--- config.mk ---
export PLATFORM = sky130hd
export DESIGN_NAME = da_in_feeder
export DESIGN_NICKNAME = d
export VERILOG_FILES = /design/src/rtl/da_in_feeder.sv
export SDC_FILE = /design/constraint.sdc
export NUM_CORES = 1
export LEC_CHECK = 0
export BUFFER_PORTS_ARGS = -buffer_cell sky130_fd_sc_hd__buf_2
export CAP_MARGIN = 5
export CORE_ASPECT_RATIO = 0.5
export CORE_MARGIN = 5
export CORE_UTILIZATION = 28
export DETAILED_ROUTE_END_ITERATION = 12
export PLACE_DENSITY = 0.53
export SLEW_MARGIN = 20
export SYNTH_ARGS = -nofsm -noshare
export SYNTH_HDL_FRONTEND = slang
export SYNTH_SLANG_ARGS = --single-unit
--- constraint.sdc ---
create_clock -name clk_80 -period 2.8 [get_ports clk_80]
set_input_delay 0.14 -clock clk_80 [delete_from_list [all_inputs] [get_ports clk_80]]
set_output_delay 0.14 -clock clk_80 [all_outputs]
set_load 0.005 [all_outputs]
--- src/rtl/da_in_feeder.sv ---
// Input feeder for the DA FIR: buffers bursty samples, streams one per clock,
// appends a zero flush tail per block and tags outputs aligned to the filter.
module da_in_feeder #(
  parameter int unsigned DATA_W = 4,
  parameter int unsigned DEPTH  = 8,
  parameter int unsigned THRESH = 4,
  parameter int unsigned TAPS   = 6,
  parameter int unsigned LAT    = 2
) (
  input  logic              clk_80,
  input  logic              rst_80,
  input  logic              s_valid_80,
  input  logic [DATA_W-1:0] s_data_80,
  input  logic              s_last_80,
  output logic              s_ready_80,
  output logic [DATA_W-1:0] x_in_80,
  output logic              y_valid_80,
  output logic              y_last_80,
  output logic              busy_80,
  output logic              underflow_80
);

  localparam int unsigned PtrW = (DEPTH > 1) ? $clog2(DEPTH) : 1;
  localparam int unsigned CntW = $clog2(DEPTH + 1);
  localparam int unsigned FlW  = (TAPS > 2) ? $clog2(TAPS) : 1;

  typedef enum logic [1:0] {StIdle, StFill, StRun, StFlush} state_e;

  state_e            state_q, state_d;
  logic [DATA_W:0]   mem_q [DEPTH];
  logic [PtrW-1:0]   wr_ptr_q, rd_ptr_q;
  logic [CntW-1:0]   count_q, count_d;
  logic [CntW-1:0]   last_cnt_q, last_cnt_d;
  logic [FlW-1:0]    flush_q, flush_d;
  logic [DATA_W-1:0] x_q, x_d;
  logic              tag_q, tag_d, tag_last_q, tag_last_d;
  logic              busy_q, underflow_q, underflow_d;
  logic [LAT-1:0]    vpipe_q, lpipe_q;
  logic              push, pop;
  logic [DATA_W:0]   head;

  assign s_ready_80 = (count_q != CntW'(DEPTH));
  assign push       = s_valid_80 && s_ready_80;
  assign pop        = (state_q == StRun) && (count_q != '0);
  assign head       = mem_q[rd_ptr_q];

  always_comb begin
    count_d    = count_q;
    last_cnt_d = last_cnt_q;
    if (push && !pop) count_d = count_q + CntW'(1);
    if (!push && pop) count_d = count_q - CntW'(1);
    // Tracks buffered block ends so a short block can leave FILL below THRESH.
    if ((push && s_last_80) && !(pop && head[DATA_W])) last_cnt_d = last_cnt_q + CntW'(1);
    if (!(push && s_last_80) && (pop && head[DATA_W])) last_cnt_d = last_cnt_q - CntW'(1);
  end

  always_comb begin
    state_d     = state_q;
    x_d         = '0;
    tag_d       = 1'b0;
    tag_last_d  = 1'b0;
    flush_d     = flush_q;
    underflow_d = underflow_q;
    unique case (state_q)
      StIdle: begin
        if (push) state_d = StFill;
      end
      StFill: begin
        if (count_q >= CntW'(THRESH) || last_cnt_q != '0) state_d = StRun;
      end
      StRun: begin
        if (pop) begin
          x_d   = head[DATA_W-1:0];
          tag_d = 1'b1;
          if (head[DATA_W]) begin
            flush_d = FlW'(TAPS - 1);
            state_d = StFlush;
          end
        end else begin
          underflow_d = 1'b1;
        end
      end
      StFlush: begin
        tag_d   = 1'b1;
        flush_d = flush_q - FlW'(1);
        if (flush_q <= FlW'(1)) begin
          tag_last_d = 1'b1;
          state_d    = (count_d == '0) ? StIdle : StFill;
        end
      end
      default: state_d = StIdle;
    endcase
  end

  always_ff @(posedge clk_80) begin
    if (push) mem_q[wr_ptr_q] <= {s_last_80, s_data_80};
  end

  always_ff @(posedge clk_80 or posedge rst_80) begin
    if (rst_80) begin
      state_q     <= StIdle;
      wr_ptr_q    <= '0;
      rd_ptr_q    <= '0;
      count_q     <= '0;
      last_cnt_q  <= '0;
      flush_q     <= '0;
      x_q         <= '0;
      tag_q       <= 1'b0;
      tag_last_q  <= 1'b0;
      busy_q      <= 1'b0;
      underflow_q <= 1'b0;
      vpipe_q     <= '0;
      lpipe_q     <= '0;
    end else begin
      state_q     <= state_d;
      count_q     <= count_d;
      last_cnt_q  <= last_cnt_d;
      flush_q     <= flush_d;
      x_q         <= x_d;
      tag_q       <= tag_d;
      tag_last_q  <= tag_last_d;
      busy_q      <= (state_d != StIdle);
      underflow_q <= underflow_d;
      if (push) wr_ptr_q <= wr_ptr_q + PtrW'(1);
      if (pop)  rd_ptr_q <= rd_ptr_q + PtrW'(1);
      vpipe_q[0] <= tag_q;
      lpipe_q[0] <= tag_last_q;
      for (int i = 1; i < int'(LAT); i++) begin
        vpipe_q[i] <= vpipe_q[i-1];
        lpipe_q[i] <= lpipe_q[i-1];
      end
    end
  end

  assign x_in_80      = x_q;
  assign y_valid_80   = vpipe_q[LAT-1];
  assign y_last_80    = lpipe_q[LAT-1];
  assign busy_80      = busy_q;
  assign underflow_80 = underflow_q;

endmodule

# Word-level counts from Yosys, hierarchy flattened

Memories as Yosys holds them, arrays and structs flattened.
Cells that the tools add are included.

Register bits after elaboration: 31
Bits in latches: 0
Bits in writable memories: 40
Memory bits (read-only): 0
Input port bits: 8
Output and inout bits: 9
Logic and storage cells: 74
Memories kept: 1

Add/subtract/negate cells: 7
Multipliers: 0
Divide/modulo/power cells: 0
Magnitude comparators: 2
Equality and inequality tests: 6
Shifts and indexed selects: 0
Multiplexer cells: 22
Bitwise operators: 1
Reduce and logical (&&, ||, !) cells: 22

Memories:

| name  | words | bits a word | read ports | clocked after memory_dff | write ports | RTL line | text |
|---|---|---|---|---|---|---|---|
| mem_q | 8     | 5           | 1          | 0                        | 1           | 30       | `logic [DATA_W:0] mem_q [DEPTH];` |

Operators with widths:

| cell                                                                                 | number |
|---|---|
| 4-bit 2-to-1 mux                                                                     | 6 |
| 2-bit 2-to-1 mux                                                                     | 5 |
| 4-bit by 1-bit adder with 4-bit output (second input constant)                       | 2 |
| 1-bit logical AND                                                                    | 8 |
| 2-bit one-hot mux with 4 select lines                                                | 1 |
| 4-bit nonzero test                                                                   | 2 |
| 4-bit by 1-bit subtractor with 4-bit output (second input constant)                  | 2 |
| 3-bit by 1-bit adder with 3-bit output (second input constant)                       | 2 |
| 1-bit 2-to-1 mux                                                                     | 6 |
| 3-bit 2-to-1 mux                                                                     | 2 |
| 3-bit one-hot mux with 2 select lines                                                | 1 |
| 2-bit nonzero test                                                                   | 3 |
| 2-bit == test (second input constant)                                                | 2 |
| 4-bit by 3-bit greater-or-equal comparator with 1-bit output (second input constant) | 1 |
| 1-bit logical NOT                                                                    | 4 |
| 4-bit logical NOT                                                                    | 1 |
| 2-bit inequality test (second input constant)                                        | 2 |
| 4-bit inequality test (second input constant)                                        | 1 |
| 3-bit by 1-bit <= comparator with 1-bit output (second input constant)               | 1 |
| 3-bit AND reduction                                                                  | 1 |
| 3-bit by 1-bit subtractor with 3-bit output (second input constant)                  | 1 |
| 2-bit by 1-bit == test with 1-bit output (second input constant)                     | 1 |
| 2-bit logical NOT                                                                    | 1 |
| 1-bit one-hot mux with 2 select lines                                                | 1 |
| other kinds (3)                                                                      | 3 |

# Depth between registers and ports, before layout

Gate-level depths: netlist (run 1).

Depth in word-level cells: 11
Depth in mapped cells: 12
Depth with buffers taken out: 12

# Worst setup path after synthesis (run 1)

OpenSTA, ideal clock, no wires.

Kind: flip-flop to flip-flop
Start point: reg count_q[0]
End point: reg last_cnt_q[3]
Library setup time: 0.125 ns
Arrival time: 2.473 ns
Data required time: 2.675 ns
Path slack: 0.202 ns
Stages on the path, launching flop included: 13
Path buffers: 0
Clock period less this slack: 2.598 ns
Path through: dfrtp_1 inv_1 ha_1 or3b_4 nand2_2 nor4_4 ha_1 ha_1 a21o_1 a21oi_1 xnor2_1 nor2_1 xor2_1

Word-level cells in the longest chain between the ends: 6
Elaborated cells on any way between the ends: 12
Classes of those cells: 1 x eq/ne; 1 x mux; 10 x reduce/logical

RTL lines:

| what                                                        | RTL line | text |
|---|---|---|
| start: declaration                                          | 32       | `logic [CntW-1:0] count_q, count_d;` |
| start signal: assignment                                    | 116      | `count_q <= count_d;` |
| 4-bit inequality test or 4-bit nonzero test (tied branches) | 42, 44   |  |
| 1-bit logical AND, on equally long branches                 | 43, 44   |  |
| 1-bit logical AND                                           | 53, 54   |  |
| 1-bit logical NOT, on equally long branches                 | 54, 53   |  |
| 1-bit logical AND, on equally long branches                 | 54, 53   |  |
| 4-bit 2-to-1 mux or 2-bit nonzero test (tied branches)      | --       |  |
| end signal: assignment                                      | 117      | `last_cnt_q <= last_cnt_d;` |
| end: declaration                                            | 33       | `logic [CntW-1:0] last_cnt_q, last_cnt_d;` |

Several ways; a longest one is shown, not always the timed one.
A chain may end at the register's enable or synchronous reset.

# Worst setup path after layout (run 1)

Start point: reg count_q[1]
End point: reg last_cnt_q[3]

The elaborated chain is that of the path after synthesis.

==> results of run 1 <==
[path summary, 6_finish.rpt]
check                        startpoint             to  slack, ns  cells after the start
max in group asynchronous        rst_80     count_q[1]       2.04                      4
max reg2reg                  count_q[1]  last_cnt_q[3]       0.21                     12
min reg2reg                  lpipe_q[0]     lpipe_q[1]       0.35                      0
max                          count_q[1]  last_cnt_q[3]       0.21                     12
min in group asynchronous        rst_80  last_cnt_q[2]       0.44                      4
min                        s_data_80[1]    mem_q[4][1]       0.07                      1
[cell families (layout without fill, tap and decap cells)]
logic type | Yosys count | count (layout)
flip-flops | 71 | 71
AND/OR/NAND/NOR | 59 | 59
AO/OA/AOI/OAI | 33 | 33
buffers and inverters | 20 | 62
multiplexers | 16 | 16
adder cells (fa/ha/maj) | 10 | 10
XOR/XNOR | 10 | 10
[metrics by stage]
stage,hold WS [ns],setup WS [ns]
2_1_floorplan,0.239,0.202
3_3_place_gp,0.244,0.172
3_5_place_dp,0.256,0.0756
4_1_cts,0.0600,0.0714
5_1_grt,0.0842,0.0365
6_report,0.0689,0.213
[worst max-delay path, stage by stage, from the launching register on]
cell     delay [ns]
dfrtp_2        0.44
inv_1          0.06
ha_1           0.23
or3b_4         0.44
nand2_2        0.12
nor4_4         0.05
ha_2           0.22
ha_1           0.27
a21o_1         0.19
a21oi_2        0.14
xnor2_1        0.12
nor2_1         0.06
xor2_1         0.14
[power breakdown]
| group | switching [mW] | internal (mW) |
|---|---|---|
| sequential | 0.244 | 1.40 |
| clock | 0.473 | 0.702 |
| combinational | 0.728 | 0.674 |
[cell type report]
cell class,instances,area share [%]
Tap cell,145,4.78
Inverter,15,1.48
Clock buffer,9,5.93
Timing Repair Buffer,31,5.14
Multi-Input combinational cell,128,28.4
Sequential cell,71,52.1
Clock inverter,7,2.11
[per-layer routing]
layer | track usage [%] | wire, um | vias to the layer above
li1 | - | - | 884
met1 | 11.2 | 2760 | 935
met2 | 17.5 | 3140 | 24
met3 | 3.59 | 219 | 8
met4 | 3.75 | 93 | 0
met5 | 0 | 0 | -
[flip-flops by register name, indices dropped and copies added, names as in the netlist]
| signal | count |
|---|---|
| busy_80 | 1 |
| rd_ptr_q | 3 |
| mem_q | 40 |
| lpipe_q | 2 |
| x_in_80 | 4 |
| state_q | 2 |
| tag_q | 1 |
| count_q | 4 |
| wr_ptr_q | 3 |
| flush_q | 3 |
| last_cnt_q | 4 |
| tag_last_q | 1 |
| vpipe_q | 2 |
| underflow_80 | 1 |
[cell usage after synthesis (all sizes together) (4+ instances only)]
cell    number
edfxtp      40
dfrtp       31
nand2       18
inv         15
nor2        15
ha           9
mux4         8
xnor2        8
nor3         7
o21ai        7
mux2i        6
nand2b       5
a21oi        4
[repair_timing]
| item | in CTS | in global routing |
|---|---|---|
| hold buffers | 1 | 0 |
| gates resized for setup | 0 | 3 |
| setup endpoints to repair | 0 | 1 |
| setup buffers | 0 | 1 |
| endpoints found under the hold margin | 31 | 0 |
==> results.sh, run 1 <==
export IMPL_mostFrequentLayoutCells="edfxtp_1, dfrtp_1, nand2_1, buf_2, inv_1"
export IMPL_core_rowCount=27
export IMPL_hold_class="primary input to flop"
export IMPL_endpoint_kind="flop"
export IMPL_n_fill_cell=1030
export IMPL_synth_top_cells_by_area="edfxtp_1, dfrtp_1, mux4_2, ha_1, xnor2_1"
export IMPL_initial_core_util_pct=28.6
export IMPL_synthAdderAreaFrac_pct=4.22
export IMPL_ir_worst_vdd_v=0.000330
export IMPL_slew_headroom_pct=59.4
export IMPL_syn_cell_area_sq_um=3140
export IMPL_port_buffers=16
export IMPL_post_dp_cell_area_sq_um=3460
export IMPL_cts_tree="done"
export IMPL_clock_path_buffers=2
export IMPL_ys_seq_area_share_pct=62.9
export IMPL_grt_max_degree=32
export IMPL_crit_arrival_ns=2.81
export IMPL_powerDensity_nw_per_um2=1110
export IMPL_async_flop_share_pct=43.7
export IMPL_first_pass_iters=4
export IMPL_synth_top_area_share_pct=38.2
export IMPL_worstPathRequired_ns=3.02
export IMPL_routed_via_density=4.56
export IMPL_core_area_sq_um=11000
export IMPL_multi_input_area_sq_um=1080
export IMPL_dieArea_sq_um=13600
export IMPL_antennaDiodeCount=0
export IMPL_ys_warn_count=0
export IMPL_final_common_cell="edfxtp_1"
export IMPL_min_period_over_period_pct=92.4
export IMPL_routedWlPerCell_um=15.3
export IMPL_slew_viol_final=0
export IMPL_maxCapViolations=0
export IMPL_synth_top_flop_cell="edfxtp_1"
export IMPL_cts_inserted_buffers=9
export IMPL_fin_skew_ns=0.00412
export IMPL_yosys_area_top_type="edfxtp_1"
export IMPL_post_route_drc_count=0
export IMPL_layout_drive_gt1_share_pct=28.0
export IMPL_avgSynthCellArea_sq_um=14.4
export IMPL_antenna_found_initial=0
export IMPL_worstSkewPairLatency_ns=0.34
export IMPL_finalHoldViolCount=0
export IMPL_crit_path_max_fanout=6
export IMPL_routed_wl_um=6210
export IMPL_die_h_um=84.9
export IMPL_dp_cells=388
export IMPL_yosysUniqueCellTypes=54
export IMPL_post_route_min_period_ns=2.59
export IMPL_crit_path_start_kind="flop"
export IMPL_synth_top_family_by_area="simple AND/OR/NAND/NOR gates"
export IMPL_synth_edff_count=40
export IMPL_setup_viol_count_final=0
export IMPL_crit_type="flop to flop"
export IMPL_synthMuxAreaShare_pct=8.36
export IMPL_finalSetupTns_ns=0
export IMPL_grt_use_total_pct=9.91
export IMPL_final_nets=274
export IMPL_die_w_um=160
export IMPL_root_buffer="clkbuf_16"
export IMPL_drtAntennaViolNets=0
export IMPL_post_dp_hpwl_um=4190
export IMPL_worstMarginPinSlew_ns=0.607
export IMPL_syn_nets=237
export IMPL_io_pins=17
export IMPL_ys_ff_latch=71
export IMPL_drt_iter0_markers=91
export IMPL_clock_sinks=71
export IMPL_rsz0062_at_grt="false"
export IMPL_syn_inst=219
export IMPL_synth_compound_area_share_pct=8.44
export IMPL_ff_latch_area_sq_um=1980
export IMPL_gp_congestion=0.784
export IMPL_outcome="complete, no violations"
export IMPL_num_vias=1851
export IMPL_h_tree_depth=3
export IMPL_synth_simple_area_share_pct=10.3
export IMPL_fin_area_sq_um=3790
export IMPL_overflow=0
export IMPL_p_leak_nw=1.48
export IMPL_synthXorXnorAreaFrac_pct=2.79
export IMPL_layout_cells_non_filler=406
export IMPL_grt_pass1_vias=1964
export IMPL_syn_to_final_growth_pct=20.7
export IMPL_grt_pass1_wl_um=10200
export IMPL_final_util_pct=34.6
export IMPL_clk_pin_slew_ns=0.06
export IMPL_p_total_mw=4.22
export IMPL_max_freq_mhz=387
Power figures use the tool's default switching activity.
==> inputs of run 2 (changes only) <==
==> constraint.sdc (replaced) <==
create_clock -name clk_80 -period 2.8 [get_ports clk_80]
set_input_delay 0.56 -clock clk_80 [delete_from_list [all_inputs] [get_ports clk_80]]
set_output_delay 0.56 -clock clk_80 [all_outputs]
set_load 0.005 [all_outputs]
==> run 2 against run 1 <==
Effect of this change:
- worst hold slack better by 0.23 ns
- wire length is 0.37% higher
- die area stayed put
- register-to-register slack worse by 0.03 ns
- utilization is 0.25 points lower
- clock skew hardly changed
- first-iteration DRC count is 1.1% lower
- via count is 1.4% higher
- maximum frequency is 1.3% lower
- sequential share of layout area is 0.38 points higher
==> results.sh, run 2 (synthesis results as in run 1) <==
export IMPL_port_buffers=16
export IMPL_crit_path_start_kind="flop"
export IMPL_post_route_drc_count=0
export IMPL_fin_area_sq_um=3770
export IMPL_die_h_um=84.9
export IMPL_crit_type="flop to flop"
export IMPL_mostFrequentLayoutCells="edfxtp_1, dfrtp_1, nand2_1, buf_2, inv_1"
export IMPL_antennaDiodeCount=0
export IMPL_grt_pass1_wl_um=10100
export IMPL_routedWlPerCell_um=15.4
export IMPL_powerDensity_nw_per_um2=1110
export IMPL_slew_viol_final=0
export IMPL_crit_arrival_ns=2.84
export IMPL_largest_reg_flops=40
export IMPL_ff_latch_area_sq_um=1980
export IMPL_die_w_um=160
export IMPL_drt_iter0_markers=90
export IMPL_maxCapViolations=0
export IMPL_crit_path_max_fanout=6
export IMPL_dp_cells=388
export IMPL_slew_headroom_pct=58.7
export IMPL_hold_class="primary input to async pin"
export IMPL_max_freq_mhz=382
export IMPL_routed_wl_um=6240
export IMPL_endpoint_kind="flop"
export IMPL_finalSetupTns_ns=0
export IMPL_min_period_over_period_pct=93.6
export IMPL_worst_r2r_setup_slack_ns=0.18
export IMPL_dp_slack_ns=0.0481
export IMPL_worstMarginPinSlew_ns=0.618
export IMPL_grt_max_degree=32
export IMPL_first_pass_iters=4
export IMPL_layout_drive_gt1_share_pct=27.0
export IMPL_grt_use_total_pct=9.80
export IMPL_p_leak_nw=1.46
export IMPL_drtAntennaViolNets=0
export IMPL_finalWorstSetupSlack_ns=0.180
export IMPL_gp_congestion=0.781
export IMPL_core_rowCount=27
export IMPL_io_pins=17
export IMPL_ir_worst_vdd_v=0.000339
export IMPL_multi_input_area_sq_um=1080
export IMPL_largest_register="mem_q"
export IMPL_routed_via_density=4.65
export IMPL_final_util_pct=34.3
export IMPL_final_common_cell="edfxtp_1"
export IMPL_antenna_found_initial=0
export IMPL_clock_path_buffers=2
export IMPL_worstPathRequired_ns=3.02
export IMPL_initial_core_util_pct=28.6
export IMPL_dieArea_sq_um=13600
export IMPL_setup_viol_count_final=0
export IMPL_n_fill_cell=1039
export IMPL_postCtsSetupRepairBufs=0
export IMPL_root_buffer="clkbuf_16"
export IMPL_finalHoldViolCount=0
export IMPL_r2r_end="last_cnt_q[3]"
export IMPL_grt_pass1_vias=1955
export IMPL_cts_inserted_buffers=9
export IMPL_syn_to_final_growth_pct=19.9
export IMPL_post_dp_cell_area_sq_um=3460
export IMPL_overflow=0
export IMPL_h_tree_depth=3
export IMPL_clock_sinks=71
export IMPL_num_vias=1877
export IMPL_layout_cells_non_filler=404
export IMPL_fin_skew_ns=0.00444
export IMPL_worst_r2r_path_depth=12
export IMPL_final_nets=272
export IMPL_outcome="complete, no violations"
export IMPL_post_route_min_period_ns=2.62
export IMPL_worstSkewPairLatency_ns=0.33
export IMPL_post_dp_hpwl_um=4230
export IMPL_cts_tree="done"
export IMPL_clk_pin_slew_ns=0.06
export IMPL_core_area_sq_um=11000
export IMPL_r2r_start="count_q[1]"
## run 2: changes by cell type in the layout (fill, tap and decap cells not counted)
cell | before | now
a21oi_1 | 3 | 4
a21oi_2 | 1 | 0
buf_4 | 14 | 13
clkinv_1 | 0 | 2
clkinv_2 | 1 | 0
clkinv_4 | 1 | 2
dlygate4sd3_1 | 1 | 0
ha_1 | 8 | 7
ha_2 | 1 | 2
inv_6 | 2 | 1
inv_8 | 1 | 0
## run 2: final cells by class
type / count / share of cell area [%]
Clock buffer: 9 / 5.98
Clock inverter: 7 / 1.89
Inverter: 15 / 1.49
Multi-Input combinational cell: 128 / 28.6
Sequential cell: 71 / 52.5
Tap cell: 145 / 4.82
Timing Repair Buffer: 29 / 4.72
## run 2: worst max-delay path by stage
stage	startpoint	end	slack (ns)	cells after the start
after floorplan	count_q[0]	last_cnt_q[3]	0.20	12
after global placement	count_q[1]	last_cnt_q[3]	0.17	12
after detailed placement	count_q[1]	last_cnt_q[3]	0.05	12
after CTS	count_q[1]	last_cnt_q[3]	0.05	12
after global routing	count_q[1]	last_cnt_q[3]	-0.009	12
final	count_q[1]	last_cnt_q[3]	0.18	12
## run 2: power breakdown
group          total (mW)  internal, mW  switching [mW]
clock network        1.12         0.688           0.434
registers            1.65          1.40           0.249
logic                1.40         0.668           0.729
## run 2: layer usage
| metal | routed length (um) | vias up | global-route usage [%] |
|---|---|---|---|
| li1 | - | 879 | - |
| met1 | 2730 | 952 | 11.2 |
| met2 | 3130 | 37 | 16.3 |
| met3 | 269 | 9 | 3.59 |
| met4 | 113 | 0 | 5.07 |
| met5 | 0 | - | 0 |
## run 2: worst max-delay path: stages, from the launching register on
cell and delay (ns):
dfrtp_2 0.44, inv_1 0.08, ha_2 0.23, or3b_4 0.43
nand2_2 0.12, nor4_4 0.05, ha_2 0.22, ha_1 0.27
a21o_1 0.18, a21oi_1 0.17, xnor2_1 0.13, nor2_1 0.06
xor2_1 0.13
## run 2: what timing repair did
item / 4_1_cts / 5_1_grt
endpoints found under the setup margin: 0 / 1
resized for setup: 0 / 3
hold buffers: 0 / 0
## run 2: stage by stage
stage                     hold WS (ns)  power, mW
after floorplan                  0.331       2.65
after global placement           0.335       2.99
after CTS                        0.319       4.21
after global routing             0.345       4.46
after detailed placement         0.335       3.07
final                            0.300       4.17
